**src/rtl/xy_pkg.sv**
```systemverilog
`default_nettype none
// ============================================================================
// Module      : xy_pkg
// Description : Shared types and constants for the XY beam scheduler slice.
// Revision    : 1.0 - initial release
// ============================================================================
package xy_pkg;

    // Default coordinate widths of the BNC XY DAC path
    localparam int c_X_W_DFLT = 8;
    localparam int c_Y_W_DFLT = 7;

    // Stalled ARB cycles a locked source may hold the beam before losing it
    localparam int c_LOCK_TIMEOUT = 63;

    // Scheduler FSM states
    typedef enum logic [1:0] {
        ST_ARB    = 2'd0,
        ST_SETTLE = 2'd1,
        ST_DWELL  = 2'd2
    } xy_state_e;

endpackage
`default_nettype wire

```
**src/rtl/xy_beam_scheduler_if.sv**
```systemverilog
`default_nettype none
// ============================================================================
// Module      : xy_beam_scheduler_if
// Description : Point-stream bus between N_SRC generators and the scheduler.
//               Packed coordinates: source i at [i*W +: W].
// Revision    : 1.0 - initial release
// ============================================================================
interface xy_beam_scheduler_if
    import xy_pkg::*;
#(
    parameter int N_SRC = 4,
    parameter int X_W   = c_X_W_DFLT,
    parameter int Y_W   = c_Y_W_DFLT
);

    logic [N_SRC-1:0]     src_valid;
    logic [N_SRC*X_W-1:0] src_x;
    logic [N_SRC*Y_W-1:0] src_y;
    logic [N_SRC-1:0]     src_last;
    logic [N_SRC-1:0]     src_ready;

    // Generator side
    modport master (
        output src_valid,
        output src_x,
        output src_y,
        output src_last,
        input  src_ready
    );

    // Scheduler side
    modport slave (
        input  src_valid,
        input  src_x,
        input  src_y,
        input  src_last,
        output src_ready
    );

endinterface
`default_nettype wire

```
**src/rtl/xy_beam_scheduler_rr_arbiter.sv**
```systemverilog
`default_nettype none
// ============================================================================
// Module      : rr_arbiter
// Description : Combinational round-robin picker. With lock set only the
//               locked id may win; otherwise the search starts one past
//               rr_ptr and wraps at N_SRC-1 back to 0.
// Revision    : 1.0 - initial release
// ============================================================================
module rr_arbiter
    import xy_pkg::*;
#(
    parameter int N_SRC = 4,
    parameter int ID_W  = 2
) (
    input  wire logic [N_SRC-1:0] req_i,
    input  wire logic [ID_W-1:0]  rr_ptr_i,
    input  wire logic             lock_i,
    input  wire logic [ID_W-1:0]  lock_id_i,
    output logic      [N_SRC-1:0] gnt_o,
    output logic      [ID_W-1:0]  gnt_id_o,
    output logic                  gnt_vld_o
);

    int              w_idx;
    logic            w_found;
    logic [ID_W-1:0] w_gnt_id;

    // Walk candidates from lowest to highest priority so the last hit wins
    always_comb begin
        w_found  = 1'b0;
        w_gnt_id = lock_id_i;
        w_idx    = 0;
        if (lock_i) begin
            w_found = req_i[lock_id_i];
        end else begin
            for (int k = N_SRC; k >= 1; k--) begin
                w_idx = (int'(rr_ptr_i) + k) % N_SRC;
                if (req_i[ID_W'(w_idx)]) begin
                    w_found  = 1'b1;
                    w_gnt_id = ID_W'(w_idx);
                end
            end
        end
    end

    assign gnt_vld_o = w_found;
    assign gnt_id_o  = w_gnt_id;
    assign gnt_o     = w_found ? (N_SRC'(1) << w_gnt_id) : '0;

endmodule
`default_nettype wire

```
**src/rtl/xy_beam_scheduler.sv**
```systemverilog
`default_nettype none
// ============================================================================
// Module      : xy_beam_scheduler
// Description : Shares the BNC XY DAC path between N_SRC point generators.
//               Burst-granular round-robin arbitration, programmable dwell
//               per point, and a blanked settle window after a source switch.
//               Optional macro XY_LOCK_TIMEOUT_EN: a locked source stalled
//               for c_LOCK_TIMEOUT ARB cycles loses the beam.
// Revision    : 1.0 - initial release
// ============================================================================
module xy_beam_scheduler
    import xy_pkg::*;
#(
    parameter int N_SRC   = 4,
    parameter int X_W     = c_X_W_DFLT,
    parameter int Y_W     = c_Y_W_DFLT,
    parameter int DWELL_W = 4,
    parameter int SETTLE  = 2
) (
    input  wire logic                    clk,
    input  wire logic                    rst_n,
    input  wire logic                    enable,
    input  wire logic [DWELL_W-1:0]      dwell,
    xy_beam_scheduler_if.slave           src,
    output logic [X_W-1:0]               bnc_x,
    output logic [Y_W-1:0]               bnc_y,
    output logic                         bnc_trig,
    output logic [$clog2(N_SRC)-1:0]     grant_id,
    output logic                         busy
);

    localparam int ID_W  = $clog2(N_SRC);
    localparam int SET_W = (SETTLE > 1) ? $clog2(SETTLE) : 1;

    xy_state_e           state_q,      state_d;
    logic [X_W-1:0]      x_q,          x_d;
    logic [Y_W-1:0]      y_q,          y_d;
    logic [ID_W-1:0]     grant_id_q,   grant_id_d;
    logic [ID_W-1:0]     rr_ptr_q,     rr_ptr_d;
    logic                lock_q,       lock_d;
    logic                prev_vld_q,   prev_vld_d;
    logic [DWELL_W-1:0]  dwell_cnt_q,  dwell_cnt_d;
    logic [SET_W-1:0]    settle_cnt_q, settle_cnt_d;

`ifdef XY_LOCK_TIMEOUT_EN
    logic [5:0]          starve_q,     starve_d;
`endif

    logic [N_SRC-1:0]    w_gnt_oh;
    logic [ID_W-1:0]     w_gnt_id;
    logic                w_gnt_vld;
    logic                w_accept;
    logic                w_last;

    rr_arbiter #(
        .N_SRC (N_SRC),
        .ID_W  (ID_W)
    ) u_arb (
        .req_i     (src.src_valid),
        .rr_ptr_i  (rr_ptr_q),
        .lock_i    (lock_q),
        .lock_id_i (grant_id_q),
        .gnt_o     (w_gnt_oh),
        .gnt_id_o  (w_gnt_id),
        .gnt_vld_o (w_gnt_vld)
    );

    // Accept only in ARB, with enable, and never during the reset cycle
    assign w_accept      = rst_n && enable && w_gnt_vld && (state_q == ST_ARB);
    assign w_last        = src.src_last[w_gnt_id];
    assign src.src_ready = w_accept ? w_gnt_oh : '0;

    // Next-state and datapath updates; every _d defaults to hold
    always_comb begin
        state_d      = state_q;
        x_d          = x_q;
        y_d          = y_q;
        grant_id_d   = grant_id_q;
        rr_ptr_d     = rr_ptr_q;
        lock_d       = lock_q;
        prev_vld_d   = prev_vld_q;
        dwell_cnt_d  = dwell_cnt_q;
        settle_cnt_d = settle_cnt_q;
`ifdef XY_LOCK_TIMEOUT_EN
        starve_d     = starve_q;
`endif
        case (state_q)
            ST_ARB: begin
                // A disabled scheduler releases any burst lock
                if (!enable) begin
                    lock_d = 1'b0;
                end
`ifdef XY_LOCK_TIMEOUT_EN
                if (w_accept || !lock_q) begin
                    starve_d = '0;
                end else if (enable && !src.src_valid[grant_id_q]) begin
                    if (starve_q == 6'(c_LOCK_TIMEOUT - 1)) begin
                        lock_d   = 1'b0;
                        rr_ptr_d = grant_id_q;
                        starve_d = '0;
                    end else begin
                        starve_d = starve_q + 6'd1;
                    end
                end
`endif
                if (w_accept) begin
                    x_d         = src.src_x[int'(w_gnt_id) * X_W +: X_W];
                    y_d         = src.src_y[int'(w_gnt_id) * Y_W +: Y_W];
                    dwell_cnt_d = dwell;
                    grant_id_d  = w_gnt_id;
                    lock_d      = ~w_last;
                    if (w_last) begin
                        rr_ptr_d = w_gnt_id;
                    end
                    // Blank while the DACs slew to a different source
                    if ((w_gnt_id != grant_id_q) || !prev_vld_q) begin
                        state_d      = ST_SETTLE;
                        settle_cnt_d = SET_W'(SETTLE - 1);
                    end else begin
                        state_d = ST_DWELL;
                    end
                end
            end
            ST_SETTLE: begin
                if (settle_cnt_q == '0) begin
                    state_d = ST_DWELL;
                end else begin
                    settle_cnt_d = settle_cnt_q - 1'b1;
                end
            end
            ST_DWELL: begin
                if (dwell_cnt_q == '0) begin
                    state_d    = ST_ARB;
                    prev_vld_d = 1'b1;
                end else begin
                    dwell_cnt_d = dwell_cnt_q - 1'b1;
                end
            end
            default: begin
                state_d = ST_ARB;
            end
        endcase
    end

    // State and datapath registers with synchronous active-low reset
    always_ff @(posedge clk) begin
        if (!rst_n) begin
            state_q      <= ST_ARB;
            x_q          <= '0;
            y_q          <= '0;
            grant_id_q   <= '0;
            rr_ptr_q     <= ID_W'(N_SRC - 1);
            lock_q       <= 1'b0;
            prev_vld_q   <= 1'b0;
            dwell_cnt_q  <= '0;
            settle_cnt_q <= '0;
`ifdef XY_LOCK_TIMEOUT_EN
            starve_q     <= '0;
`endif
        end else begin
            state_q      <= state_d;
            x_q          <= x_d;
            y_q          <= y_d;
            grant_id_q   <= grant_id_d;
            rr_ptr_q     <= rr_ptr_d;
            lock_q       <= lock_d;
            prev_vld_q   <= prev_vld_d;
            dwell_cnt_q  <= dwell_cnt_d;
            settle_cnt_q <= settle_cnt_d;
`ifdef XY_LOCK_TIMEOUT_EN
            starve_q     <= starve_d;
`endif
        end
    end

    assign bnc_x    = x_q;
    assign bnc_y    = y_q;
    assign bnc_trig = (state_q == ST_DWELL);
    assign grant_id = grant_id_q;
    assign busy     = (state_q != ST_ARB) || lock_q;

endmodule
`default_nettype wire
```
**src/flat_wrapper.sv**
```systemverilog
// flat-port wrapper written by rule: the top's interface ports become plain ports
module xy_beam_scheduler_flat import xy_pkg::*;
#(
    parameter int N_SRC   = 4,
    parameter int X_W     = c_X_W_DFLT,
    parameter int Y_W     = c_Y_W_DFLT,
    parameter int DWELL_W = 4,
    parameter int SETTLE  = 2
)
  (clk, rst_n, enable, dwell, bnc_x, bnc_y, bnc_trig, grant_id, busy, src_src_valid, src_src_x, src_src_y, src_src_last, src_src_ready);
  xy_beam_scheduler_if #(.N_SRC(N_SRC), .X_W(X_W), .Y_W(Y_W)) src_i ();
  input  wire logic clk;
  input  wire logic rst_n;
  input  wire logic enable;
  input  wire logic [DWELL_W-1:0] dwell;
  output logic [X_W-1:0] bnc_x;
  output logic [Y_W-1:0] bnc_y;
  output logic bnc_trig;
  output logic [$clog2(N_SRC)-1:0] grant_id;
  output logic busy;
  input wire logic [$bits(src_i.src_valid)-1:0] src_src_valid;
  input wire logic [$bits(src_i.src_x)-1:0] src_src_x;
  input wire logic [$bits(src_i.src_y)-1:0] src_src_y;
  input wire logic [$bits(src_i.src_last)-1:0] src_src_last;
  output wire logic [$bits(src_i.src_ready)-1:0] src_src_ready;
  assign src_i.src_valid = src_src_valid;
  assign src_i.src_x = src_src_x;
  assign src_i.src_y = src_src_y;
  assign src_i.src_last = src_src_last;
  assign src_src_ready = src_i.src_ready;
  xy_beam_scheduler #(.N_SRC(N_SRC), .X_W(X_W), .Y_W(Y_W), .DWELL_W(DWELL_W), .SETTLE(SETTLE)) u_core (.clk(clk), .rst_n(rst_n), .enable(enable), .dwell(dwell), .src(src_i), .bnc_x(bnc_x), .bnc_y(bnc_y), .bnc_trig(bnc_trig), .grant_id(grant_id), .busy(busy));
endmodule
```
**config.mk**
```make
export PLATFORM = sky130hd
export DESIGN_NAME = xy_beam_scheduler_flat
export DESIGN_NICKNAME = d
export VERILOG_FILES = /design/src/rtl/xy_pkg.sv /design/src/rtl/xy_beam_scheduler_if.sv /design/src/rtl/xy_beam_scheduler_rr_arbiter.sv /design/src/rtl/xy_beam_scheduler.sv /design/src/flat_wrapper.sv
export SDC_FILE = /design/constraint.sdc
export NUM_CORES = 1
export LEC_CHECK = 0
export BUFFER_PORTS_ARGS = -buffer_cell sky130_fd_sc_hd__buf_2
export CORE_ASPECT_RATIO = 1.25
export CORE_MARGIN = 1
export CORE_UTILIZATION = 41
export DETAILED_ROUTE_END_ITERATION = 10
export MAX_ROUTING_LAYER = met4
export PLACE_DENSITY = 0.83
export SLEW_MARGIN = 20
export SYNTH_ARGS = -nofsm -noshare
export SYNTH_HDL_FRONTEND = slang
export SYNTH_HIERARCHICAL = 1
export SYNTH_SLANG_ARGS = --single-unit
```
**constraint.sdc**
```tcl
create_clock -name clk -period 2.6 [get_ports clk]
set_clock_uncertainty 0.2 [all_clocks]
set_input_delay 0.26 -clock clk [delete_from_list [all_inputs] [get_ports clk]]
set_output_delay 0.26 -clock clk [all_outputs]
set_load 0.05 [all_outputs]
```
==> results_dict.tcl, run 1 <==
set metrics [dict create \
    run_status "finished, final reports clean" \
    ant_nets 0 \
    num_rows 27 \
    fin_cells 370 \
    grt_start_max_net_pins 19 \
    synth-edff-count 0 \
    reg2regPathDepth 7 \
    synthArstFlopShare_pct 0 \
    cts_root_buffer "clkbuf_8" \
    numPortBuffers 97 \
    finalSetupViolations 0 \
    start_util_pct 43.10 \
    cp-start-kind "flip-flop" \
    setup_tns_ns 0 \
    maxCapViolCount 0 \
    ys_ff_latch 28 \
    dpl.cell_count 360 \
    rsz0062_at_grt "yes" \
    endpoint_kind "output port" \
    cpPeakStageDelay_ns 0.39 \
    syn_avg_cell_area_um2 9.240 \
    grtUsageTotal_pct 21.14 \
    dp_slack_ns 0.02558 \
    grt_util_met3_pct 1.453 \
    critical_path.max_fanout 8 \
    globalplace.congestion 0.7936 \
    worst_slack_ns 0.03260 \
    first_iter_violations 75 \
    path_class "flip-flop to output port" \
    cp_num_buf_inv 1 \
    regArea_um2 571.8 \
    max_slew.worst_pin.slew_ns 0.6283 \
    required_ns 2.14 \
    wl_per_cell_um 14.08 \
    final_util_pct 59.09 \
    diodes 0 \
    max_clock_freq_mhz 389.5 \
    ctsHtreeMaxLevel 1 \
    grt_pass1_vias 1946 \
    synth_fp_nets 284 \
    cts_sinks 28 \
    crit_slowest_cell "a311o_2" \
    clockBufferDepth 2 \
    grt_util_met2_pct 41.40 \
    grt_overflow 0 \
    synth-main-ff-cell "dfxtp_1" \
    drive_above_1_share_pct 52.24 \
    use_met1_pct 22.88 \
    vias_per_cell 5.476 \
    wirelength_um 5211 \
    holdPathEnd "u_core/dwell_cnt_q[0]$_SDFFE_PN0P_" \
    holdBufCountCts 0 \
    dp_hpwl_um 4050 \
    multi_input_area_mm2 0.001275 \
    clk_latency_ns 0.27 \
    vias 2026 \
    cts_tree "built" \
    postPlaceCellArea_mm2 0.002471 \
    min_period_over_period_pct 98.75 \
    hold_path.startpoint "dwell[0]" \
    antenna_found_initial 0 \
    irDropWorstVdd_uv 282.0 \
    synthDistinctLibCells 55 \
    r2r-start "u_core/rr_ptr_q[1]$_SDFFE_PN1P_" \
    yosysSeqAreaShare_pct 29.17 \
    period_needed_ns 2.567 \
    r2r_setup_slack_ns 0.14 \
    numCtsBuffers 3 \
    netlist_area_mm2 0.001922 \
    arrival_ns 2.11 \
    cp_top_family "simple AND/OR/NAND/NOR gates" \
    fp.dieW_um 63.24 \
    fin_nets 389 \
    fill_cells 419 \
    io_pins 98 \
    synthCells 208 \
    first_pass_iters 4 \
    cp-startpoint "u_core/grant_id[0]$_SDFFE_PN0P_" \
    drv_slew 0 \
    clkTransAtPathRegs_ns 0.09 \
    grt_pass1_wl_um 8224 \
    relSlewSlack_pct 58.11 \
    hold_class "input pin to flip-flop" \
    finalHoldViolations 0 \
    die_area_mm2 0.004967 \
    p_per_area_mw_per_mm2 571.5 \
    drc 0 \
    yosys_warnings 6 \
    coreArea_mm2 0.004459 \
    area_delta_synth_final_pct 37.11 \
    whs_path_depth 3 \
    p_leak_nw 1.210 \
    final_area_mm2 0.002635 \
    path_cells "and2b_4, nor3b_2, a2111oi_4, a311o_2, and3b_1, and3_2, buf_4" \
    gr-max-usage-layer "met2" \
    die_height_um 78.55 \
    reg2reg_to "u_core/bnc_y[1]$_SDFFE_PN0P_" \
]
-- report_power, final --
group	internal, W	total [W]	switching, W
Combinational	0.000327	0.000696	0.000370
Sequential	0.000469	0.000506	0.0000369
Clock	0.000167	0.000303	0.000136
-- cells by family after synthesis --
| family | Yosys count | share of synthesized area [%] |
|---|---|---|
| muxes | 20 | 21.68 |
| adders and majority gates | 1 | 0.6509 |
| buffers and inverters | 20 | 6.575 |
| xor gates and xnor gates | 3 | 1.367 |
| DFF | 28 | 29.17 |
| and+or+nand+nor | 88 | 24.35 |
| AOI/OAI and AO/OA | 48 | 16.21 |
-- synthesized netlist by cell type, drive strengths merged, types with 2 or more instances --
library cell / instances / area (um2)
a31oi: 2 / 12.51
a21oi: 28 / 140.1
nand2b: 4 / 25.02
buf: 11 / 92.58
o21ai: 5 / 25.02
mux2i: 3 / 30.03
inv: 6 / 22.52
clkbuf: 2 / 7.510
nor2: 6 / 22.52
xnor2: 2 / 17.52
nor3: 5 / 25.02
and2b: 2 / 18.77
or3: 4 / 31.28
nand3: 3 / 15.01
o31ai: 2 / 15.01
and3: 5 / 36.29
nor3b: 3 / 32.53
dfxtp: 28 / 560.5
nand2: 44 / 167.7
mux4: 17 / 386.6
nor2b: 2 / 12.51
a22oi: 2 / 28.78
and3b: 2 / 17.52
-- registers in the layout (all words and copies together) (netlist names) --
register,flops
u_core/bnc_x,8
u_core/bnc_y,7
u_core/dwell_cnt_q,4
u_core/grant_id,2
u_core/lock_q,1
u_core/prev_vld_q,1
u_core/rr_ptr_q,2
u_core/settle_cnt_q,1
u_core/state_q,2
-- layout make-up --
| cell class | instances | share of cell area, % |
|---|---|---|
| clock buffer | 4 | 2.517 |
| multi-input combinational | 160 | 48.39 |
| timing repair buffer | 113 | 23.65 |
| inverter | 7 | 0.9971 |
| sequential | 28 | 21.70 |
| tap | 58 | 2.754 |
-- metrics by stage --
step / power, W / hold slack, ns
floorplan: 0.001014 / 0.2300
global placement: 0.001154 / 0.2391
detailed placement: 0.001170 / 0.2469
CTS: 0.001489 / 0.05156
global route: 0.001587 / 0.05934
finish: 0.001506 / 0.05590
-- worst max-delay path by stage --
stage	cells after the start	end
after floorplan	9	u_core/rr_ptr_q[1]$_SDFFE_PN1P_
after global placement	8	u_core/bnc_x[2]$_SDFFE_PN0P_
after detailed placement	8	u_core/bnc_y[1]$_SDFFE_PN0P_
after CTS	8	src_src_ready[3]
after global routing	9	src_src_ready[0]
final	7	src_src_ready[2]
-- worst register-to-register path: cells and delay by family, from the launching register on --
family                 cells  cell delay (ns)
AOI/OAI and AO/OA          3             0.60
muxes                      1             0.52
and+or+nand+nor            2             0.43
DFF                        1             0.36
buffers and inverters      1             0.24
-- timing repair --
item	CTS	global route
pin swaps	1	3
setup buffers	2	4
gates resized for setup	7	10
endpoints found under the setup margin	4	8
-- metal layers --
metal	vias to the layer above	wire length, um
met5	-	0
met4	0	52
met2	72	2946
met1	979	1999
li1	969	-
met3	6	213
-- cell usage in the layout (no fill, tap or decap), types with 3 or more instances in the layout --
cell type	synthesis	layout
nand2_1	43	43
and3_2	4	4
nand2b_1	4	4
buf_2	2	93
o21ai_0	5	4
inv_1	4	3
a21oi_1	28	28
dfxtp_2	0	3
clkbuf_8	0	3
dfxtp_1	28	23
mux4_2	16	16
mux2i_1	3	3
buf_4	3	18
nor3_1	5	4
inv_2	2	3
nor2_1	6	6
Note: power is estimated with default switching activity, not from simulation.
==> run 2, diff against run 1 <==
--- a/config.mk
+++ b/config.mk
@@ -6,14 +6,13 @@
 export NUM_CORES = 1
 export LEC_CHECK = 0
 export BUFFER_PORTS_ARGS = -buffer_cell sky130_fd_sc_hd__buf_2
-export CORE_ASPECT_RATIO = 1.25
 export CORE_MARGIN = 1
-export CORE_UTILIZATION = 41
+export CORE_UTILIZATION = 45
+export CTS_BUF_LIST = sky130_fd_sc_hd__clkbuf_16
 export DETAILED_ROUTE_END_ITERATION = 10
 export MAX_ROUTING_LAYER = met4
-export PLACE_DENSITY = 0.83
+export PLACE_DENSITY = 0.84
 export SLEW_MARGIN = 20
 export SYNTH_ARGS = -nofsm -noshare
 export SYNTH_HDL_FRONTEND = slang
-export SYNTH_HIERARCHICAL = 1
 export SYNTH_SLANG_ARGS = --single-unit
==> results_dict.tcl, run 2 <==
set metrics [dict create \
    largest_reg_flops 8 \
    p_per_area_mw_per_mm2 695.9 \
    run_status "finished, final reports clean" \
    finalHoldViolations 0 \
    mostFrequentLayoutCells "93 x buf_2, 34 x mux2i_1, 29 x a21oi_1, 29 x buf_4, 24 x dfxtp_1" \
    max_slew.worst_pin.slew_ns 0.3935 \
    relSlewSlack_pct 73.35 \
    max_clock_freq_mhz 394.6 \
    clk_latency_ns 0.27 \
    final_common_cell "buf_2" \
    die_height_um 77.39 \
    endpoint_kind "output port" \
    diodes 0 \
    cp-start-kind "flip-flop" \
    ys_ff_latch 28 \
    ctsHtreeMaxLevel 1 \
    yosysTopAreaCellShare_pct 21.92 \
    synthCells 328 \
    synth_common_cells "34 x mux2i_1, 31 x a21oi_1, 28 x dfxtp_1, 24 x nor3_1, 21 x o21ai_0" \
    drc 0 \
    final_util_pct 63.78 \
    synth.most_common_cell "mux2i_1" \
    critical_path.max_fanout 15 \
    hold_class "input pin to flip-flop" \
    first_iter_violations 200 \
    yosys_warnings 0 \
    clockBufferDepth 2 \
    fp.dieW_um 77.39 \
    numPortBuffers 97 \
    synth_area_leaders "dfxtp_1 22%, mux2i_1 13%, mux2_2 7.5%" \
    vias 3025 \
    first_pass_iters 5 \
    synth_fp_nets 404 \
    clkTransAtPathRegs_ns 0.07 \
    drv_slew 0 \
    grt_pass1_vias 2865 \
    wirelength_um 7894 \
    wl_per_cell_um 15.66 \
    vias_per_cell 6.002 \
    io_pins 98 \
    synthArstFlopShare_pct 0 \
    yosysSeqAreaShare_pct 21.92 \
    arrival_ns 2.07 \
    synth-edff-count 0 \
    synthDistinctLibCells 49 \
    netlist_area_mm2 0.002557 \
    grt_start_max_net_pins 39 \
    finalSetupViolations 0 \
    p_leak_nw 1.663 \
    num_rows 27 \
    timing.hold.ws_ns 0.06663 \
    holdBufCountCts 0 \
    numCtsBuffers 3 \
    syn_avg_cell_area_um2 7.797 \
    fin_nets 509 \
    grt_pass1_wl_um 13010 \
    synth.largest_area_cell "dfxtp_1" \
    start_util_pct 46.44 \
    synth-main-ff-cell "dfxtp_1" \
    coreArea_mm2 0.005507 \
    path_class "flip-flop to output port" \
    cts_root_buffer "clkbuf_16" \
    die_area_mm2 0.005988 \
    cts_sinks 28 \
    antenna_found_initial 0 \
    rsz0062_at_grt "yes" \
    period_needed_ns 2.534 \
    min_period_over_period_pct 97.46 \
    area_delta_synth_final_pct 37.33 \
    ant_nets 0 \
    dp_hpwl_um 5768 \
    maxCapViolCount 0 \
    drive_above_1_share_pct 41.90 \
    cts_tree "built" \
    required_ns 2.14 \
    globalplace.congestion 0.9330 \
    grt_overflow 0 \
    grtUsageTotal_pct 27.33 \
    irDropWorstVdd_uv 492.0 \
]
==> run 2: cell types whose count changed after synthesis, sizes merged, moves of 5 or more <==
| cell | previous run | this run |
|---|---|---|
| nand2 | 44 | 12 |
| mux2i | 3 | 34 |
| nor3 | 5 | 24 |
| mux2 | 0 | 17 |
| a31oi | 2 | 18 |
| o21ai | 5 | 21 |
| a21boi | 0 | 15 |
| mux4 | 17 | 2 |
| a22oi | 2 | 16 |
| clkbuf | 2 | 15 |
| nor2 | 6 | 16 |
| inv | 6 | 12 |
| a211oi | 0 | 5 |
==> run 2: layout make-up <==
type	instances	area, um2
clock buffer	3	75.07
timing repair buffer	130	799.5
clock inverter	1	30.03
inverter	12	45.04
tap	72	90.09
multi-input combinational	258	1904
sequential	28	568.0
fill	483	1994
==> run 2: per-layer routing <==
layer,GRT usage [%],up-vias,share of wire [%]
met4,8.113,0,1.6
li1,-,1460,-
met1,34.06,1406,43
met5,-,-,0
met3,4.000,19,6.8
met2,45.66,140,49
==> run 2: timing repair <==
item / in CTS / in global routing
setup buffers: 2 / 7
setup endpoints to repair: 6 / 6
resized for setup: 11 / 10
pin swaps: 4 / 6
==> run 2: power breakdown <==
part	switching [W]	internal, W
Combinational	0.000829	0.000617
Clock	0.000155	0.000307
Sequential	0.0000455	0.000490
==> run 2: cell families after synthesis <==
logic type | Yosys count | share of synthesized area [%]
mux | 53 | 22.55
buf+inv | 42 | 7.339
simple gates | 75 | 14.78
xor+xnor | 1 | 0.3425
compound gates | 128 | 32.58
fa+ha+maj | 1 | 0.4892
flops | 28 | 21.92
==> run 2: final timing paths <==
kind	start	end	slack [ns]	cells past startpoint
setup / recovery	u_core.rr_ptr_q[0]$_SDFFE_PN1P_	src_src_ready[2]	0.07	8
hold / removal	dwell[2]	u_core.dwell_cnt_q[2]$_SDFFE_PN0P_	0.07	2
setup reg to reg	u_core.rr_ptr_q[1]$_SDFFE_PN1P_	u_core.rr_ptr_q[1]$_SDFFE_PN1P_	0.16	8
hold reg to reg	u_core.settle_cnt_q$_SDFFE_PN0P_	u_core.settle_cnt_q$_SDFFE_PN0P_	0.29	2
==> run 2: critical path, stage by stage, from the launching register on <==
cell and delay [ns]:
dfxtp_2 0.34, buf_12 0.14, or2b_1 0.24, a32o_2 0.31, a211oi_4 0.24, nor2_2 0.07, buf_6 0.14, nor3_4 0.15
buf_6 0.18
==> run 2: metrics by stage <==
stage          cells  power, W  setup TNS (ns)  worst slack, ns  instance area [um2]
3_3_place_gp     492  0.001848               0           0.1028                 3274
3_5_place_dp     492  0.001883               0          0.01267                 3274
6_report         504  0.002444               0          0.06608                 3512
5_1_grt          504  0.002585        -0.06786         -0.04005                 3512
2_1_floorplan    328  0.001544         -0.2186          -0.1952                 2629
4_1_cts          497  0.002386               0         0.003502                 3425
==> run 3, diff against run 2 <==
--- a/config.mk
+++ b/config.mk
@@ -5,7 +5,8 @@
 export SDC_FILE = /design/constraint.sdc
 export NUM_CORES = 1
 export LEC_CHECK = 0
-export BUFFER_PORTS_ARGS = -buffer_cell sky130_fd_sc_hd__buf_2
+export BUFFER_PORTS_ARGS = -buffer_cell sky130_fd_sc_hd__clkbuf_2
+export CAP_MARGIN = 20
 export CORE_MARGIN = 1
 export CORE_UTILIZATION = 45
 export CTS_BUF_LIST = sky130_fd_sc_hd__clkbuf_16
==> results_dict.tcl, run 3 (synthesis results as in run 2) <==
set metrics [dict create \
    cp_num_buf_inv 4 \
    grtUsageTotal_pct 26.87 \
    run_status "finished, violations left" \
    period_needed_ns 2.624 \
    crit_slowest_cell "dfxtp_4" \
    fill_cells 470 \
    relSlewSlack_pct 65.08 \
    ant_nets 0 \
    clockBufferDepth 2 \
    holdBufCountCts 0 \
    final_area_mm2 0.003442 \
    path_common_cell "buf_4" \
    worst_slack_ns -0.02427 \
    grt_start_max_net_pins 39 \
    cpPeakStageDelay_ns 0.39 \
    reg2reg_to "u_core.bnc_x[3]$_SDFFE_PN0P_" \
    cp_top_family "buffers and inverters" \
    die_area_mm2 0.005988 \
    vias_per_cell 6.128 \
    num_rows 27 \
    wirelength_um 8094 \
    path_class "flip-flop to output port" \
    cts_root_buffer "clkbuf_16" \
    final_common_cell "clkbuf_2" \
    die_height_um 77.39 \
    multi_input_area_mm2 0.001901 \
    cts_tree "built" \
    numCtsBuffers 3 \
    antenna_found_initial 0 \
    diodes 0 \
    clk_latency_ns 0.26 \
    holdPathEnd "u_core.dwell_cnt_q[2]$_SDFFE_PN0P_" \
    mostFrequentLayoutCells "93 x clkbuf_2, 34 x mux2i_1, 30 x a21oi_1" \
    fin_nets 506 \
    globalplace.congestion 0.8845 \
    arrival_ns 2.16 \
    first_iter_violations 194 \
    maxCapViolCount 0 \
    regArea_um2 570.5 \
    area_delta_synth_final_pct 34.59 \
    dp_hpwl_um 5774 \
    drv_slew 0 \
    hold_class "input pin to flip-flop" \
    p_leak_nw 1.632 \
    max_slew.worst_pin.slew_ns 0.5172 \
    coreArea_mm2 0.005507 \
    endpoint_kind "output port" \
    grt_pass1_vias 2829 \
    r2r-start "u_core.rr_ptr_q[0]$_SDFFE_PN1P_" \
    p_per_area_mw_per_mm2 672.2 \
    min_period_over_period_pct 100.9 \
    critical_path.max_fanout 7 \
    numPortBuffers 97 \
    first_pass_iters 4 \
    path_cells "buf_4, nand2_1, a21oi_1, o32ai_2, buf_4, a211oi_4, nor2_2, buf_6, nor3_4, buf_12" \
    finalHoldViolations 0 \
    irDropWorstVdd_uv 384.3 \
    cts_sinks 28 \
    setup_tns_ns -0.02427 \
    fp.dieW_um 77.39 \
    start_util_pct 46.44 \
    violations "setup timing" \
    dp_slack_ns 0.04101 \
    max_clock_freq_mhz 381.1 \
    whs_path_depth 2 \
    r2r_setup_slack_ns 0.19 \
    cp-start-kind "flip-flop" \
    finalSetupViolations 1 \
    drive_above_1_share_pct 41.12 \
    grt_pass1_wl_um 12830 \
    wl_per_cell_um 16.19 \
    rsz0062_at_grt "yes" \
    io_pins 98 \
    clkTransAtPathRegs_ns 0.07 \
    largest_reg_flops 8 \
    postPlaceCellArea_mm2 0.003279 \
    reg2regPathDepth 8 \
    hold_path.startpoint "dwell[2]" \
    vias 3064 \
    drc 0 \
    ctsHtreeMaxLevel 1 \
    grt_overflow 0 \
    required_ns 2.14 \
]
-- run 3: report_power, final --
group	total [W]	internal, W	switching, W
clock	0.000360	0.000205	0.000156
sequential	0.000534	0.000489	0.0000444
combinational	0.00142	0.000588	0.000832
-- run 3: cell type report --
class	instances	area share, %
Clock buffer	3	2.181
Inverter	12	1.309
Multi-Input combinational cell	258	55.22
Sequential cell	28	16.58
Tap cell	72	2.617
Timing Repair Buffer	127	22.10
-- run 3: timing repair --
item                                    4_1_cts  5_1_grt
endpoints found under the setup margin        4        5
setup buffers                                 0        3
resized for setup                             6       15
pin swaps                                     1        5
endpoints found under the hold margin         0        0
-- run 3: worst max-delay path by stage --
stage                                          from          endpoint  slack [ns]  cells past startpoint
global placement                   src_src_valid[3]  src_src_ready[3]        0.08                      8
finish              u_core.rr_ptr_q[0]$_SDFFE_PN1P_  src_src_ready[2]       -0.02                     10
CTS                 u_core.rr_ptr_q[1]$_SDFFE_PN1P_  src_src_ready[0]       0.002                      9
global route        u_core.rr_ptr_q[0]$_SDFFE_PN1P_  src_src_ready[2]       -0.11                     10
floorplan           u_core.rr_ptr_q[1]$_SDFFE_PN1P_  src_src_ready[3]       -0.20                      9
detailed placement  u_core.rr_ptr_q[0]$_SDFFE_PN1P_  src_src_ready[3]        0.04                      7
-- run 3: stage by stage --
stage / total power (W) / instances / utilization (%) / hold slack (ns)
after global routing: 0.002465 / 500 / 62.51 / 0.07242
after detailed placement: 0.001883 / 494 / 59.55 / 0.2686
after floorplan: 0.001544 / 328 / - / 0.2310
after CTS: 0.002255 / 497 / 61.24 / 0.07017
after global placement: 0.001846 / 494 / 59.55 / 0.2511
final: 0.002314 / 500 / 62.51 / 0.06856
-- run 3: worst register-to-register path: stages, from the launching register on --
cell and delay (ns):
dfxtp_4 0.37, buf_4 0.16, o221a_2 0.28, o22ai_1 0.23
and2_4 0.20, or2_4 0.18, buf_4 0.31, mux2i_1 0.27
a21boi_0 0.10
-- run 3: metal layers --
| metal | vias to the layer above | global-route usage [%] | share of wire, % |
|---|---|---|---|
| met5 | - | - | 0 |
| li1 | 1452 | - | - |
| met1 | 1456 | 34.20 | 43 |
| met4 | 0 | 8.868 | 1.1 |
| met2 | 144 | 43.63 | 49 |
| met3 | 12 | 3.882 | 6.5 |
